## src/rtl/gbuf_loader_if.sv

```systemverilog
// Bundle between the host stream / A-B global buffer writes and the gbuf_loader.
// master = host/bench side, slave = the loader.
interface gbuf_loader_if #(
  parameter int WORD_SIZE = 32,
  parameter int ROW_SIZE  = 5
);
  logic                 start;
  logic [ROW_SIZE-1:0]  m;
  logic [ROW_SIZE-1:0]  n;
  logic                 s_valid;
  logic [WORD_SIZE-1:0] s_data;
  logic                 s_ready;
  logic                 wr_en_a;
  logic [ROW_SIZE-1:0]  idx_a;
  logic [WORD_SIZE-1:0] data_a;
  logic                 wr_en_b;
  logic [ROW_SIZE-1:0]  idx_b;
  logic [WORD_SIZE-1:0] data_b;
  logic                 busy;
  logic                 load_done;

  modport master (
    output start, m, n, s_valid, s_data,
    input  s_ready, wr_en_a, idx_a, data_a, wr_en_b, idx_b, data_b, busy, load_done
  );

  modport slave (
    input  start, m, n, s_valid, s_data,
    output s_ready, wr_en_a, idx_a, data_a, wr_en_b, idx_b, data_b, busy, load_done
  );
endinterface

```

## src/rtl/gbuf_loader.sv

```systemverilog
// Fills GBUFF_A rows 0..m then GBUFF_B rows 0..n from a valid/ready word stream.
// Optional GBUF_LOADER_ZERO_PAD_EN: zero the unused rows of both buffers before load_done.
module gbuf_loader #(
  parameter int WORD_SIZE = 32,
  parameter int ROW_SIZE  = 5
) (
  input  logic               clk,
  input  logic               rst,
  gbuf_loader_if.slave       bus,
  output logic [2:0]         state_dbg
);

  // Handshake: a stream beat transfers on a rising edge where s_valid && s_ready;
  // s_ready depends only on the current state, never on s_valid.
  typedef enum logic [2:0] {
    S_IDLE   = 3'd0,
    S_LOAD_A = 3'd1,
    S_LOAD_B = 3'd2,
`ifdef GBUF_LOADER_ZERO_PAD_EN
    S_PAD    = 3'd3,
`endif
    S_FLUSH  = 3'd4,
    S_DONE   = 3'd5
  } state_t;

  localparam logic [ROW_SIZE:0] CNT_ONE = {{ROW_SIZE{1'b0}}, 1'b1};
`ifdef GBUF_LOADER_ZERO_PAD_EN
  localparam logic [ROW_SIZE:0] CNT_LAST = {1'b0, {ROW_SIZE{1'b1}}};
`endif

  state_t               state_q, state_d;
  // One bit wider than a row index so the last-row compare cannot alias.
  logic [ROW_SIZE:0]    cnt_q, cnt_d;
  logic [ROW_SIZE-1:0]  m_q, m_d, n_q, n_d;
  logic                 s_ready_c;
  logic                 accept;

  logic                 wr_en_a_q, wr_en_b_q;
  logic [ROW_SIZE-1:0]  idx_a_q, idx_b_q;
  logic [WORD_SIZE-1:0] data_a_q, data_b_q;
  logic                 busy_q, load_done_q;

  assign s_ready_c = (state_q == S_LOAD_A) || (state_q == S_LOAD_B);
  assign accept    = s_ready_c && bus.s_valid;

  always_comb begin
    state_d = state_q;
    cnt_d   = cnt_q;
    m_d     = m_q;
    n_d     = n_q;
    case (state_q)
      S_IDLE: begin
        if (bus.start) begin
          m_d     = bus.m;
          n_d     = bus.n;
          cnt_d   = '0;
          state_d = S_LOAD_A;
        end
      end
      S_LOAD_A: begin
        if (accept) begin
          if (cnt_q == {1'b0, m_q}) begin
            cnt_d   = '0;
            state_d = S_LOAD_B;
          end else begin
            cnt_d = cnt_q + CNT_ONE;
          end
        end
      end
      S_LOAD_B: begin
        if (accept) begin
          if (cnt_q == {1'b0, n_q}) begin
            cnt_d   = '0;
`ifdef GBUF_LOADER_ZERO_PAD_EN
            state_d = S_PAD;
`else
            state_d = S_FLUSH;
`endif
          end else begin
            cnt_d = cnt_q + CNT_ONE;
          end
        end
      end
`ifdef GBUF_LOADER_ZERO_PAD_EN
      S_PAD: begin
        // Always sweeps every row, even when nothing needs zeroing.
        if (cnt_q == CNT_LAST) begin
          cnt_d   = '0;
          state_d = S_FLUSH;
        end else begin
          cnt_d = cnt_q + CNT_ONE;
        end
      end
`endif
      S_FLUSH: state_d = S_DONE;
      S_DONE:  state_d = S_IDLE;
      default: state_d = S_IDLE;
    endcase
  end

  always_ff @(posedge clk) begin
    if (rst) begin
      state_q <= S_IDLE;
      cnt_q   <= '0;
      m_q     <= '0;
      n_q     <= '0;
    end else begin
      state_q <= state_d;
      cnt_q   <= cnt_d;
      m_q     <= m_d;
      n_q     <= n_d;
    end
  end

  // Registered write ports: idx/data are forced to zero whenever the strobe is low.
  always_ff @(posedge clk) begin
    if (rst) begin
      wr_en_a_q   <= 1'b0;
      idx_a_q     <= '0;
      data_a_q    <= '0;
      wr_en_b_q   <= 1'b0;
      idx_b_q     <= '0;
      data_b_q    <= '0;
      busy_q      <= 1'b0;
      load_done_q <= 1'b0;
    end else begin
      wr_en_a_q <= 1'b0;
      idx_a_q   <= '0;
      data_a_q  <= '0;
      wr_en_b_q <= 1'b0;
      idx_b_q   <= '0;
      data_b_q  <= '0;
      if (state_q == S_LOAD_A && accept) begin
        wr_en_a_q <= 1'b1;
        idx_a_q   <= cnt_q[ROW_SIZE-1:0];
        data_a_q  <= bus.s_data;
      end
      if (state_q == S_LOAD_B && accept) begin
        wr_en_b_q <= 1'b1;
        idx_b_q   <= cnt_q[ROW_SIZE-1:0];
        data_b_q  <= bus.s_data;
      end
`ifdef GBUF_LOADER_ZERO_PAD_EN
      if (state_q == S_PAD) begin
        if (cnt_q > {1'b0, m_q}) begin
          wr_en_a_q <= 1'b1;
          idx_a_q   <= cnt_q[ROW_SIZE-1:0];
        end
        if (cnt_q > {1'b0, n_q}) begin
          wr_en_b_q <= 1'b1;
          idx_b_q   <= cnt_q[ROW_SIZE-1:0];
        end
      end
`endif
      // busy stays up through the cycle that carries load_done.
      busy_q      <= (state_q != S_IDLE) || bus.start;
      load_done_q <= (state_q == S_DONE);
    end
  end

  assign bus.s_ready   = s_ready_c;
  assign bus.wr_en_a   = wr_en_a_q;
  assign bus.idx_a     = idx_a_q;
  assign bus.data_a    = data_a_q;
  assign bus.wr_en_b   = wr_en_b_q;
  assign bus.idx_b     = idx_b_q;
  assign bus.data_b    = data_b_q;
  assign bus.busy      = busy_q;
  assign bus.load_done = load_done_q;
  assign state_dbg     = state_q;

endmodule

```

## src/flat_wrapper.sv

```systemverilog
// flat-port wrapper written by rule: the top's interface ports become plain ports
module gbuf_loader_flat 
#(
  parameter int WORD_SIZE = 32,
  parameter int ROW_SIZE  = 5
)
  (clk, rst, state_dbg, bus_start, bus_m, bus_n, bus_s_valid, bus_s_data, bus_s_ready, bus_wr_en_a, bus_idx_a, bus_data_a, bus_wr_en_b, bus_idx_b, bus_data_b, bus_busy, bus_load_done);
  gbuf_loader_if #(.WORD_SIZE(WORD_SIZE), .ROW_SIZE(ROW_SIZE)) bus_i ();
  input  logic clk;
  input  logic rst;
  output logic [2:0] state_dbg;
  input wire logic [$bits(bus_i.start)-1:0] bus_start;
  input wire logic [$bits(bus_i.m)-1:0] bus_m;
  input wire logic [$bits(bus_i.n)-1:0] bus_n;
  input wire logic [$bits(bus_i.s_valid)-1:0] bus_s_valid;
  input wire logic [$bits(bus_i.s_data)-1:0] bus_s_data;
  output wire logic [$bits(bus_i.s_ready)-1:0] bus_s_ready;
  output wire logic [$bits(bus_i.wr_en_a)-1:0] bus_wr_en_a;
  output wire logic [$bits(bus_i.idx_a)-1:0] bus_idx_a;
  output wire logic [$bits(bus_i.data_a)-1:0] bus_data_a;
  output wire logic [$bits(bus_i.wr_en_b)-1:0] bus_wr_en_b;
  output wire logic [$bits(bus_i.idx_b)-1:0] bus_idx_b;
  output wire logic [$bits(bus_i.data_b)-1:0] bus_data_b;
  output wire logic [$bits(bus_i.busy)-1:0] bus_busy;
  output wire logic [$bits(bus_i.load_done)-1:0] bus_load_done;
  assign bus_i.start = bus_start;
  assign bus_i.m = bus_m;
  assign bus_i.n = bus_n;
  assign bus_i.s_valid = bus_s_valid;
  assign bus_i.s_data = bus_s_data;
  assign bus_s_ready = bus_i.s_ready;
  assign bus_wr_en_a = bus_i.wr_en_a;
  assign bus_idx_a = bus_i.idx_a;
  assign bus_data_a = bus_i.data_a;
  assign bus_wr_en_b = bus_i.wr_en_b;
  assign bus_idx_b = bus_i.idx_b;
  assign bus_data_b = bus_i.data_b;
  assign bus_busy = bus_i.busy;
  assign bus_load_done = bus_i.load_done;
  gbuf_loader #(.WORD_SIZE(WORD_SIZE), .ROW_SIZE(ROW_SIZE)) u_core (.clk(clk), .rst(rst), .bus(bus_i), .state_dbg(state_dbg));
endmodule
```

## config.mk

```make
export PLATFORM = sky130hd
export DESIGN_NAME = gbuf_loader_flat
export DESIGN_NICKNAME = d
export VERILOG_FILES = /design/src/rtl/gbuf_loader_if.sv /design/src/rtl/gbuf_loader.sv /design/src/flat_wrapper.sv
export SDC_FILE = /design/constraint.sdc
export NUM_CORES = 1
export LEC_CHECK = 0
export ABC_AREA = 1
export CAP_MARGIN = 20
export CORE_AREA = 4 4 81 98
export CTS_CLUSTER_DIAMETER = 40
export DETAILED_ROUTE_END_ITERATION = 8
export DIE_AREA = 0 0 85 102
export PLACE_DENSITY = 0.85
export SETUP_SLACK_MARGIN = 0.3
export SKIP_LAST_GASP = 1
export SLEW_MARGIN = 0
export SYNTH_ARGS = -nofsm -noshare
export SYNTH_HDL_FRONTEND = slang
export SYNTH_SLANG_ARGS = --single-unit
```

## constraint.sdc

```tcl
create_clock -name clk -period 3.1 [get_ports clk]
set_input_delay 0.465 -clock clk [delete_from_list [all_inputs] [get_ports clk]]
set_output_delay 0.465 -clock clk [all_outputs]
set_load 0.02 [all_outputs]
```

-- After elaboration in Yosys (flattened, before gate mapping)
Index checks and enable logic that the tools add are counted.
- add/subtract/negate cells: 1
- equality and inequality tests: 11
- multiplexer cells: 14
- bitwise operators: 2
- reductions and logical operators: 13
- operators with widths (cell ; count):
    two-way mux 6 bit ; 5
    one-hot mux 6 bit (3 select lines) ; 1
    two-way mux 3 bit ; 5
    == test 6 x 5 -> 1 bit ; 2
    one-hot mux 3 bit (4 select lines) ; 1
    adder 6 x 1 -> 6 bit (second input constant) ; 1
    == test 3 bit (second input constant) ; 2
    != test 2 bit (second input constant) ; 3
    nonzero test 3 bit ; 2
    AND reduction 5 bit ; 1
    != test 2 x 1 -> 1 bit (second input constant) ; 2
    AND reduction 4 bit ; 1
    OR reduction 2 bit ; 2
    == test 3 x 1 -> 1 bit (second input constant) ; 1
    == test 3 x 2 -> 1 bit (second input constant) ; 1
    logical AND 1 bit ; 3
    logical NOT 3 bit ; 1
    logical OR 1 bit ; 2
    two-way mux 1 bit ; 2
    NOT 1 bit ; 2
    AND reduction 2 bit ; 1
- register bits: 97
- input port bits: 46
- output and inout port bits: 82
- word-level logic and storage cells: 53

-- Depth between registers and ports, before layout
Gate-level depths: netlist of the first run.
- depth in word-level cells: 6
- mapped depth: 10
- gate-level depth less buffers: 10

-- Worst setup path after synthesis of the first run
OpenSTA, ideal clock, no wires.
- path kind: reg-to-reg
- start point: register u_core.state_q[1] (netlist: u_core.state_dbg[1])
- end point: register u_core.cnt_q[2]
- library setup time: 0.115 ns
- arrival time: 1.326 ns
- data required time: 2.985 ns
- slack: 1.659 ns
- cell stages (with the launch flop): 10
- path buffers: 0
- period minus slack after synthesis: 1.441 ns
- path through: dfxtp_1 -> inv_1 -> nand3_2 -> nand2_4 -> nand2_4 -> inv_2 -> nor2_4 -> nand2_1 -> xor2_1 -> nor2_2
- cells in the longest elaborated chain, start to end: 5
- elaborated cells on any way between the ends: 11
- those cells by class: eq/ne: 5; mux: 1; reduce/logical: 5
- RTL lines (what ; line ; RTL):
    from (decl) ; gbuf_loader.sv:31 ; state_t state_q, state_d;
    from (signal assigned) ; gbuf_loader.sv:108 ; state_q <= state_d;
    == test 3 x 1 -> 1 bit / == test 3 x 2 -> 1 bit (equally long branches) ; gbuf_loader.sv:43 ; assign s_ready_c = (state_q == S_LOAD_A) || (state_q == S_LOAD_B);
    logical OR 1 bit * ; gbuf_loader.sv:43 ;
    via bus_s_ready ; flat_wrapper.sv:17 ; output wire logic [$bits(bus_i.s_ready)-1:0] bus_s_ready;
    logical AND 1 bit * ; gbuf_loader.sv:44 ; assign accept = s_ready_c && bus.s_valid;
    != test 2 x 1 -> 1 bit (no source line) ; - ;
    AND reduction 4 bit (no source line) * ; - ;
    to (signal assigned) ; gbuf_loader.sv:109 ; cnt_q <= cnt_d;
    to (decl) ; gbuf_loader.sv:33 ; logic [ROW_SIZE:0] cnt_q, cnt_d;
The timed path passes the listed nets; every way through them passes the cells marked *.
A chain may end at the register's enable or synchronous reset.

-- Worst setup path after layout of the first run
- start point: register u_core.state_q[0] (netlist: u_core.state_dbg[0])
- end point: output port bus_s_ready
- cells in the longest elaborated chain, start to end: 2
- elaborated cells on any way between the ends: 3
- those cells by class: eq/ne: 2; reduce/logical: 1
- RTL lines (what ; line):
    == test 3 x 1 -> 1 bit / == test 3 x 2 -> 1 bit (equally long branches) ; gbuf_loader.sv:43
    logical OR 1 bit * ; gbuf_loader.sv:43
    to (decl) ; flat_wrapper.sv:17
Mark *: on every way between the ends. The rest lies on a longest branch, timed or not.

==> results.json, run 1 <==
{
  "ir_drop_mv": 0.513,
  "boundaryPins": 128,
  "power.total_uw": 3070,
  "maxSlewViolCount": 0,
  "cp_slowest_cell": "clkdlybuf4s50_1",
  "slowest_delay_ns": 0.61,
  "netlist_instances": 362,
  "mappedNetlistArea_mm2": 0.00309,
  "r2r_start": "u_core.state_dbg[0]$_SDFFE_PP0P_",
  "grt_overflow": 0,
  "synth_compound_area_frac": 0.0466,
  "final_cell_mix": "clkdlybuf4s50_1 (127), dfxtp_1 (97), nor2_1 (93), inv_1 (61), nand2_1 (45)",
  "drtPass1Iterations": 4,
  "grt_pass1_wl_um": 11500,
  "hp-class": "register to register",
  "dp_hpwl_um": 5660,
  "post_cts_buffers": 0,
  "critPathLaunchType": "register",
  "switching_power_uw": 1050,
  "die_height_um": 102,
  "die_w_um": 85,
  "rsz0062_at_grt": "no",
  "vias_per_cell": 4.35,
  "critPathKind": "register to output pin",
  "detail-route-antenna-nets": 0,
  "htreeDepth": 3,
  "clock_sinks": 97,
  "fin_tns_setup_ns": 0,
  "worstReg2RegEnd": "u_core.m_q[3]$_SDFFE_PP0P_",
  "core_area_mm2": 0.00710,
  "n_antenna_cell": 0,
  "crit_buf_inv": 2,
  "synth-seq-cells": 97,
  "yosysSeqAreaShare": 0.629,
  "placement.cell_area_mm2": 0.00442,
  "vias": 2547,
  "maxCapViolCount": 0,
  "crit_family": "buffers and inverters",
  "fin_skew_ns": 0.00752,
  "synth_top_family_by_area": "simple AND/OR/NAND/NOR gates",
  "cts_tree": "yes",
  "outcome": "complete, no violations",
  "synth_xor_area_frac": 0.00284,
  "p_per_area_mw_per_mm2": 667,
  "cp.arrival_ns": 1.73,
  "insertion_delay_ns": 0.35,
  "cts_resized": 0,
  "drive_gt1_frac": 0.0667,
  "syn_avg_cell_area_um2": 8.52,
  "port-buffer-count": 127,
  "p_int_uw": 2020,
  "dpl_worst_slack_ns": 0.949,
  "reg2regPathDepth": 6,
  "syn_to_final_growth_pct": 49.1,
  "whs_ns": 0.476,
  "min_period_ns": 2.19,
  "mostFrequentLayoutCell": "clkdlybuf4s50_1",
  "finalCritPeriodShare": 0.708,
  "wl_per_cell_um": 12.6,
  "hold_depth": 2,
  "drc": 0,
  "nNetsFinal": 537,
  "worstPathMaxFanout": 4,
  "antenna_found_initial": 0,
  "ys_types": 22,
  "cp_num_cells": 4,
  "die_area_mm2": 0.00867,
  "grt_use_total": 0.168,
  "pwr-share-comb": 0.294,
  "clk_path_buf_depth": 2,
  "grt_max_degree": 38,
  "final-setup-viol-count": 0,
  "stdcell_area_mm2": 0.00460,
  "grt_pass1_vias": 2372,
  "cts_root_buffer": "clkbuf_8",
  "relSlewSlack": 0.577,
  "power_frac_seq": 0.465,
  "numCtsBuffers": 9,
  "synthAdderAreaFrac": 0.00406,
  "cts.clk_slew.worst_paths_ns": 0.09,
  "hold_viol_final": 0,
  "end_kind": "output pin",
  "routed_wl_um": 7350,
  "setup_ws_ns": 0.906,
  "worst_pin_slew_ns": 0.634,
  "yosysWarnings": 0,
  "reg2reg_setup_slack_ns": 1.60,
  "placement_rows": 34,
  "power.leakage_uw": 0.00200,
  "synthMuxAreaShare": 0,
  "synth-simple-area-share": 0.223,
  "pwr-share-clk": 0.241,
  "min_to": "u_core.m_q[1]$_SDFFE_PP0P_",
  "initial_core_util": 0.434,
  "syn_nets": 409,
  "cts_hold_buf": 0,
  "min_from": "u_core.m_q[1]$_SDFFE_PP0P_",
  "dr.first_iter.drc_count": 77,
  "fmax_mhz": 456,
  "required_ns": 2.63,
  "swShare": 0.341,
  "gp_congestion": 0.850,
  "critical_path.cell_chain": "inv_1 -> nand3_2 -> nand2_4 -> clkdlybuf4s50_1"
}
kinds of logic (layout without fill, tap and decap cells):
family                   Yosys count  count (layout)
AO/OA/AOI/OAI                     28              28
XOR/XNOR                           1               1
adder cells (fa/ha/maj)            1               1
buffers and inverters             74             207
flip-flops                        97              97
AND/OR/NAND/NOR                  161             161
worst reg2reg max path, delay by kind of cell (launching register included):
family                 cells  cell delay [ns]
DFF                        1             0.36
buffers and inverters      1             0.24
AOI/OAI and AO/OA          2             0.35
and+or+nand+nor            3             0.43
sequential cells by signal, summed over array words and instances, names as in the netlist:
register              cells
u_core.bus.wr_en_b        1
u_core.bus.data_a        32
u_core.state_dbg          3
u_core.bus.data_b        32
u_core.bus.idx_b          5
u_core.bus.idx_a          5
u_core.bus.wr_en_a        1
u_core.bus.busy           1
u_core.bus.load_done      1
u_core.cnt_q              6
u_core.m_q                5
u_core.n_q                5
layout make-up:
cell class                 instances  area (um2)
clock buffer                      10         128
clock inverter                     6        52.6
fill                             579        2500
inverter                          64         240
multi-input combinational        191         853
sequential                        97        1940
tap                               90         113
timing repair buffer             127        1270
per-layer routing:
layer	wire length (um)	vias to the layer above	share of wire	global-route usage
met3	538	4	0.073	0.0444
met4	33	0	0.0045	0.0402
li1	-	1323	-	-
met1	3150	1119	0.43	0.212
met5	0	-	0	0
met2	3630	101	0.49	0.287
cells in the mapped netlist:
library cell   n  area share
nand3_1        5      0.0081
xor2_1         1      0.0028
nor2_2         5       0.010
nand3_2        4       0.013
inv_1         61       0.074
nor4_1         1      0.0020
dfxtp_1       97        0.63
o21ai_2        1      0.0028
clkbuf_1       2      0.0024
o21ai_0       14       0.023
nor2_4         2      0.0073
ha_1           1      0.0041
nand2_2        1      0.0020
nor3_1         2      0.0032
inv_2          3      0.0036
nand2_1       45       0.055
buf_2          7       0.011
nand2_4        2      0.0073
nor2_1        93        0.11
buf_4          1      0.0024
a21oi_1       13       0.021
nand4_1        1      0.0020
power groups by stage:
stage | clock network (uW) | registers, uW | logic [uW]
after global routing | 809 | 1440 | 998
final | 740 | 1420 | 902
after floorplan | 0 | 1530 | 518
after detailed placement | 0 | 1450 | 905
after CTS | 761 | 1430 | 909
after global placement | 0 | 1450 | 879
stage by stage:
step | utilization | instances
after CTS | 0.647 | 585
after global placement | 0.622 | 569
after floorplan | - | 362
after detailed placement | 0.622 | 569
final | 0.647 | 585
after global routing | 0.647 | 585
worst max-delay path by stage:
stage                                                start                               end  slack, ns
final                     u_core.state_dbg[0]$_SDFFE_PP0P_                       bus_s_ready       0.91
after global placement                                 rst    u_core.bus.idx_a[3]$_SDFF_PP0_       0.99
after CTS                 u_core.state_dbg[0]$_SDFFE_PP0P_                       bus_s_ready       0.87
after detailed placement                               rst  u_core.bus.data_a[24]$_SDFF_PP0_       0.95
after floorplan           u_core.state_dbg[1]$_SDFFE_PP0P_      u_core.cnt_q[2]$_SDFFE_PP0P_       1.66
after global routing      u_core.state_dbg[0]$_SDFFE_PP0P_                       bus_s_ready       0.82
No activity file was read; power rests on OpenSTA's default activity.
==> run 2: changes to the inputs <==
--- a/config.mk
+++ b/config.mk
@@ -7,11 +7,11 @@
 export LEC_CHECK = 0
 export ABC_AREA = 1
 export CAP_MARGIN = 20
-export CORE_AREA = 4 4 81 98
+export CORE_AREA = 4 4 84 101
 export CTS_CLUSTER_DIAMETER = 40
 export DETAILED_ROUTE_END_ITERATION = 8
-export DIE_AREA = 0 0 85 102
-export PLACE_DENSITY = 0.85
+export DIE_AREA = 0 0 88 105
+export PLACE_DENSITY = 0.8
 export SETUP_SLACK_MARGIN = 0.3
 export SKIP_LAST_GASP = 1
 export SLEW_MARGIN = 0
==> constraint.sdc (replaced) <==
create_clock -name clk -period 2.25 [get_ports clk]
set_input_delay 0.3375 -clock clk [delete_from_list [all_inputs] [get_ports clk]]
set_output_delay 0.3375 -clock clk [all_outputs]
set_load 0.02 [all_outputs]
==> results.json, run 2 (synthesized netlist as in run 1, its figures left out) <==
{
  "outcome": "complete, no violations",
  "grt_overflow": 0,
  "rsz0062_at_grt": "no",
  "cp_slowest_cell": "dfxtp_1",
  "grt_pass1_wl_um": 11800,
  "swShare": 0.343,
  "cp.arrival_ns": 1.47,
  "hold_viol_final": 0,
  "p_int_uw": 2790,
  "boundaryPins": 128,
  "n_antenna_cell": 0,
  "placement.cell_area_mm2": 0.00443,
  "nNetsFinal": 538,
  "htreeDepth": 3,
  "finalCritPeriodShare": 0.804,
  "power_frac_seq": 0.463,
  "die_height_um": 105,
  "antenna_found_initial": 0,
  "core_area_mm2": 0.00758,
  "detail-route-antenna-nets": 0,
  "clk_path_buf_depth": 2,
  "maxCapViolCount": 0,
  "cts_root_buffer": "clkbuf_8",
  "min_period_ns": 1.81,
  "vias_per_cell": 4.42,
  "ir_drop_mv": 0.488,
  "placement_rows": 35,
  "met3_usage": 0.0347,
  "gr-usage-met1": 0.191,
  "cts_hold_buf": 0,
  "dp_hpwl_um": 5860,
  "pwr-share-comb": 0.291,
  "power.leakage_uw": 0.00202,
  "gp_congestion": 0.806,
  "wl_per_cell_um": 12.7,
  "mostFrequentLayoutCell": "clkdlybuf4s50_1",
  "fin_skew_ns": 0.0112,
  "grt_use_total": 0.166,
  "pwr-share-clk": 0.246,
  "critical_path.cell_chain": "inv_1 -> nand3_2 -> nand2_4 -> dlygate4sd2_1",
  "die_w_um": 88,
  "die_area_mm2": 0.00924,
  "drtPass1Iterations": 6,
  "grt_pass1_vias": 2513,
  "switching_power_uw": 1450,
  "insertion_delay_ns": 0.36,
  "clock_sinks": 97,
  "routed_wl_um": 7460,
  "relSlewSlack": 0.585,
  "busiest_layer": "met2",
  "drc": 0,
  "critPathLaunchType": "register",
  "slowest_delay_ns": 0.44,
  "end_kind": "output pin",
  "maxSlewViolCount": 0,
  "stdcell_area_mm2": 0.00461,
  "worstPathMaxFanout": 5,
  "fin_tns_setup_ns": 0,
  "vias": 2598,
  "drive_gt1_frac": 0.0685,
  "grt_max_degree": 38,
  "dr.first_iter.drc_count": 76,
  "critPathKind": "register to output pin",
  "port-buffer-count": 127,
  "final_util": 0.609,
  "final-setup-viol-count": 0,
  "syn_to_final_growth_pct": 49.5,
  "required_ns": 1.91,
  "hp-class": "register to register",
  "p_per_area_mw_per_mm2": 920,
  "numCtsBuffers": 9,
  "initial_core_util": 0.407,
  "cts.clk_slew.worst_paths_ns": 0.09,
  "cts_tree": "yes",
  "worst_pin_slew_ns": 0.622,
  "fmax_mhz": 553,
  "use_met2": 0.290,
  "final_cell_mix": "clkdlybuf4s50_1 (126), dfxtp_1 (97), nor2_1 (93), inv_1 (61), nand2_1 (45)"
}
run 2: layout make-up:
type | instances | area [um2]
inverter | 64 | 240
sequential | 97 | 1940
clock inverter | 6 | 57.6
timing repair buffer | 128 | 1280
multi-input combinational | 191 | 853
clock buffer | 10 | 128
tap | 92 | 115
fill | 645 | 2960
run 2: power groups by stage:
stage               logic (uW)  registers (uW)  clock network, uW
finish                    1230            1970               1040
global route              1380            1990               1170
CTS                       1240            1970               1080
detailed placement        1250            2010                  0
global placement          1220            2000                  0
floorplan                  713            2100                  0
run 2: timing repair:
item	CTS	global route
setup buffers	0	0
gates resized for setup	1	0
setup endpoints to repair	1	0
run 2: path summary, 6_finish.rpt:
kind | from | to | slack [ns] | cells past startpoint
max reg2reg | u_core.state_dbg[1]$_SDFFE_PP0P_ | u_core.bus.data_a[12]$_SDFF_PP0_ | 0.79 | 5
max | u_core.state_dbg[1]$_SDFFE_PP0P_ | bus_s_ready | 0.44 | 4
min reg2reg | u_core.m_q[1]$_SDFFE_PP0P_ | u_core.m_q[1]$_SDFFE_PP0P_ | 0.47 | 2
min | u_core.m_q[1]$_SDFFE_PP0P_ | u_core.m_q[1]$_SDFFE_PP0P_ | 0.47 | 2
run 2: metal layers:
metal,share of wire,up-vias
met2,0.49,101
met5,0,-
met1,0.41,1164
met3,0.088,9
met4,0.015,0
li1,-,1324
run 2: critical path: cells and delay by family, from the launching register on:
kind	cells	cell delay, ns
flip-flops	1	0.44
buffers and inverters	2	0.44
AND/OR/NAND/NOR	2	0.24
run 2: through the flow:
| stage | worst slack (ns) | power [uW] | cells | hold slack (ns) |
|---|---|---|---|---|
| 6_report | 0.440 | 4240 | 588 | 0.474 |
| 5_1_grt | 0.359 | 4530 | 588 | 0.499 |
| 4_1_cts | 0.414 | 4290 | 588 | 0.474 |
| 3_5_place_dp | 0.453 | 3260 | 572 | 0.460 |
| 3_3_place_gp | 0.490 | 3220 | 572 | 0.455 |
| 2_1_floorplan | 0.809 | 2810 | 362 | 0.416 |
==> run 3: changes to the inputs <==
==> constraint.sdc (replaced) <==
create_clock -name clk -period 1.8 [get_ports clk]
set_input_delay 0.27 -clock clk [delete_from_list [all_inputs] [get_ports clk]]
set_output_delay 0.27 -clock clk [all_outputs]
set_load 0.02 [all_outputs]
==> results.json, run 3 (synthesized netlist as in run 1, its figures left out) <==
{
  "final_cell_mix": "nor2_1 (93), dfxtp_1 (93), dlygate4sd2_1 (81), inv_1 (55), clkdlybuf4s50_1 (45)",
  "end_kind": "output pin",
  "use_met2": 0.291,
  "wl_per_cell_um": 13.2,
  "rsz0062_at_grt": "yes",
  "drc": 0,
  "numCtsBuffers": 9,
  "boundaryPins": 128,
  "fmax_mhz": 690,
  "grt_overflow": 0,
  "setup_ws_ns": 0.351,
  "vias_per_cell": 4.46,
  "grt_use_total": 0.164,
  "worstPathMaxFanout": 5,
  "routed_wl_um": 7820,
  "cts_tree": "yes",
  "worst_pin_slew_ns": 0.643,
  "cts_root_buffer": "clkbuf_8",
  "insertion_delay_ns": 0.35,
  "outcome": "complete, no violations",
  "antenna_found_initial": 0,
  "cts.clk_slew.worst_paths_ns": 0.11,
  "finalCritPeriodShare": 0.805,
  "n_antenna_cell": 0,
  "cp.arrival_ns": 1.18,
  "required_ns": 1.53,
  "critPathLaunchType": "register",
  "grt_pass1_wl_um": 11800,
  "syn_to_final_growth_pct": 48.8,
  "clock_sinks": 97,
  "dpl_worst_slack_ns": 0.0301,
  "power.leakage_uw": 0.00243,
  "grt_max_degree": 38,
  "stdcell_area_mm2": 0.00459,
  "min_period_ns": 1.45,
  "hp-class": "input port to register",
  "dr.first_iter.drc_count": 62,
  "nFillCells": 701,
  "drive_gt1_frac": 0.102,
  "drtPass1Iterations": 4,
  "placement.cell_area_mm2": 0.00444,
  "die_area_mm2": 0.00924,
  "initial_core_util": 0.407,
  "die_w_um": 88,
  "port-buffer-count": 127,
  "nNetsFinal": 543,
  "cts_hold_buf": 0,
  "fin_skew_ns": 0.0102,
  "clk_path_buf_depth": 2,
  "maxSlewViolCount": 0,
  "vias": 2642,
  "grt_pass1_vias": 2557,
  "htreeDepth": 3,
  "p_per_area_mw_per_mm2": 1180,
  "ir_drop_mv": 0.906,
  "fin_tns_setup_ns": 0,
  "gp_congestion": 0.827,
  "core_area_mm2": 0.00758,
  "busiest_layer": "met2",
  "die_height_um": 105,
  "dp_hpwl_um": 5920,
  "final-setup-viol-count": 0,
  "maxCapViolCount": 0,
  "placement_rows": 35,
  "met3_usage": 0.0497,
  "relSlewSlack": 0.571,
  "critPathKind": "register to output pin",
  "detail-route-antenna-nets": 0,
  "hold_viol_final": 0,
  "gr-usage-met1": 0.182
}
run 3: critical path, cell delays in order (launching register included):
cell     delay [ns]
dfxtp_4        0.39
inv_2          0.08
nand3_4        0.10
nand2_4        0.12
buf_4          0.15
run 3: what timing repair did:
item / 4_1_cts / 5_1_grt
endpoints found under the setup margin: 82 / 86
buffers inserted: 0 / 3
pin swaps: 0 / 3
cloned: 0 / 1
gates resized for setup: 85 / 20
run 3: layout make-up:
class | instances | area [um2] | share of cell area
clock buffers | 10 | 128 | 0.0278
clock inverters | 6 | 57.6 | 0.0125
inverters | 64 | 246 | 0.0537
multi-input cells | 191 | 881 | 0.192
flip-flops and latches | 97 | 1950 | 0.425
well taps | 92 | 115 | 0.0251
repair buffers | 132 | 1200 | 0.262
repair inverters | 1 | 7.51 | 0.00163
run 3: power breakdown:
part           switching [uW]  internal, uW  leakage (uW)
clock                     784           538     0.0000953
combinational             995           609       0.00154
sequential                125          2360      0.000788
run 3: per-stage QoR:
step / cells / utilization / hold slack, ns / power [uW]
floorplan: 362 / - / 0.349 / 3520
global placement: 573 / 0.586 / 0.455 / 4020
detailed placement: 573 / 0.586 / 0.465 / 4080
CTS: 589 / 0.597 / 0.446 / 5300
global route: 593 / 0.606 / 0.445 / 5720
finish: 593 / 0.606 / 0.451 / 5410
run 3: layer usage:
metal | share of wire | up-vias
met1 | 0.38 | 1198
met2 | 0.50 | 100
li1 | - | 1335
met5 | 0 | -
met3 | 0.10 | 9
met4 | 0.013 | 0
run 3: worst paths after layout:
kind | slack (ns) | cells past startpoint | startpoint | end
setup / recovery | 0.35 | 4 | u_core.state_dbg[1]$_SDFFE_PP0P_ | bus_s_ready
hold / removal | 0.45 | 3 | bus_s_data[20] | u_core.bus.data_b[20]$_SDFF_PP0_
setup reg to reg | 0.41 | 8 | u_core.state_dbg[0]$_SDFFE_PP0P_ | u_core.cnt_q[1]$_SDFFE_PP0P_
hold reg to reg | 0.48 | 2 | u_core.n_q[3]$_SDFFE_PP0P_ | u_core.n_q[3]$_SDFFE_PP0P_
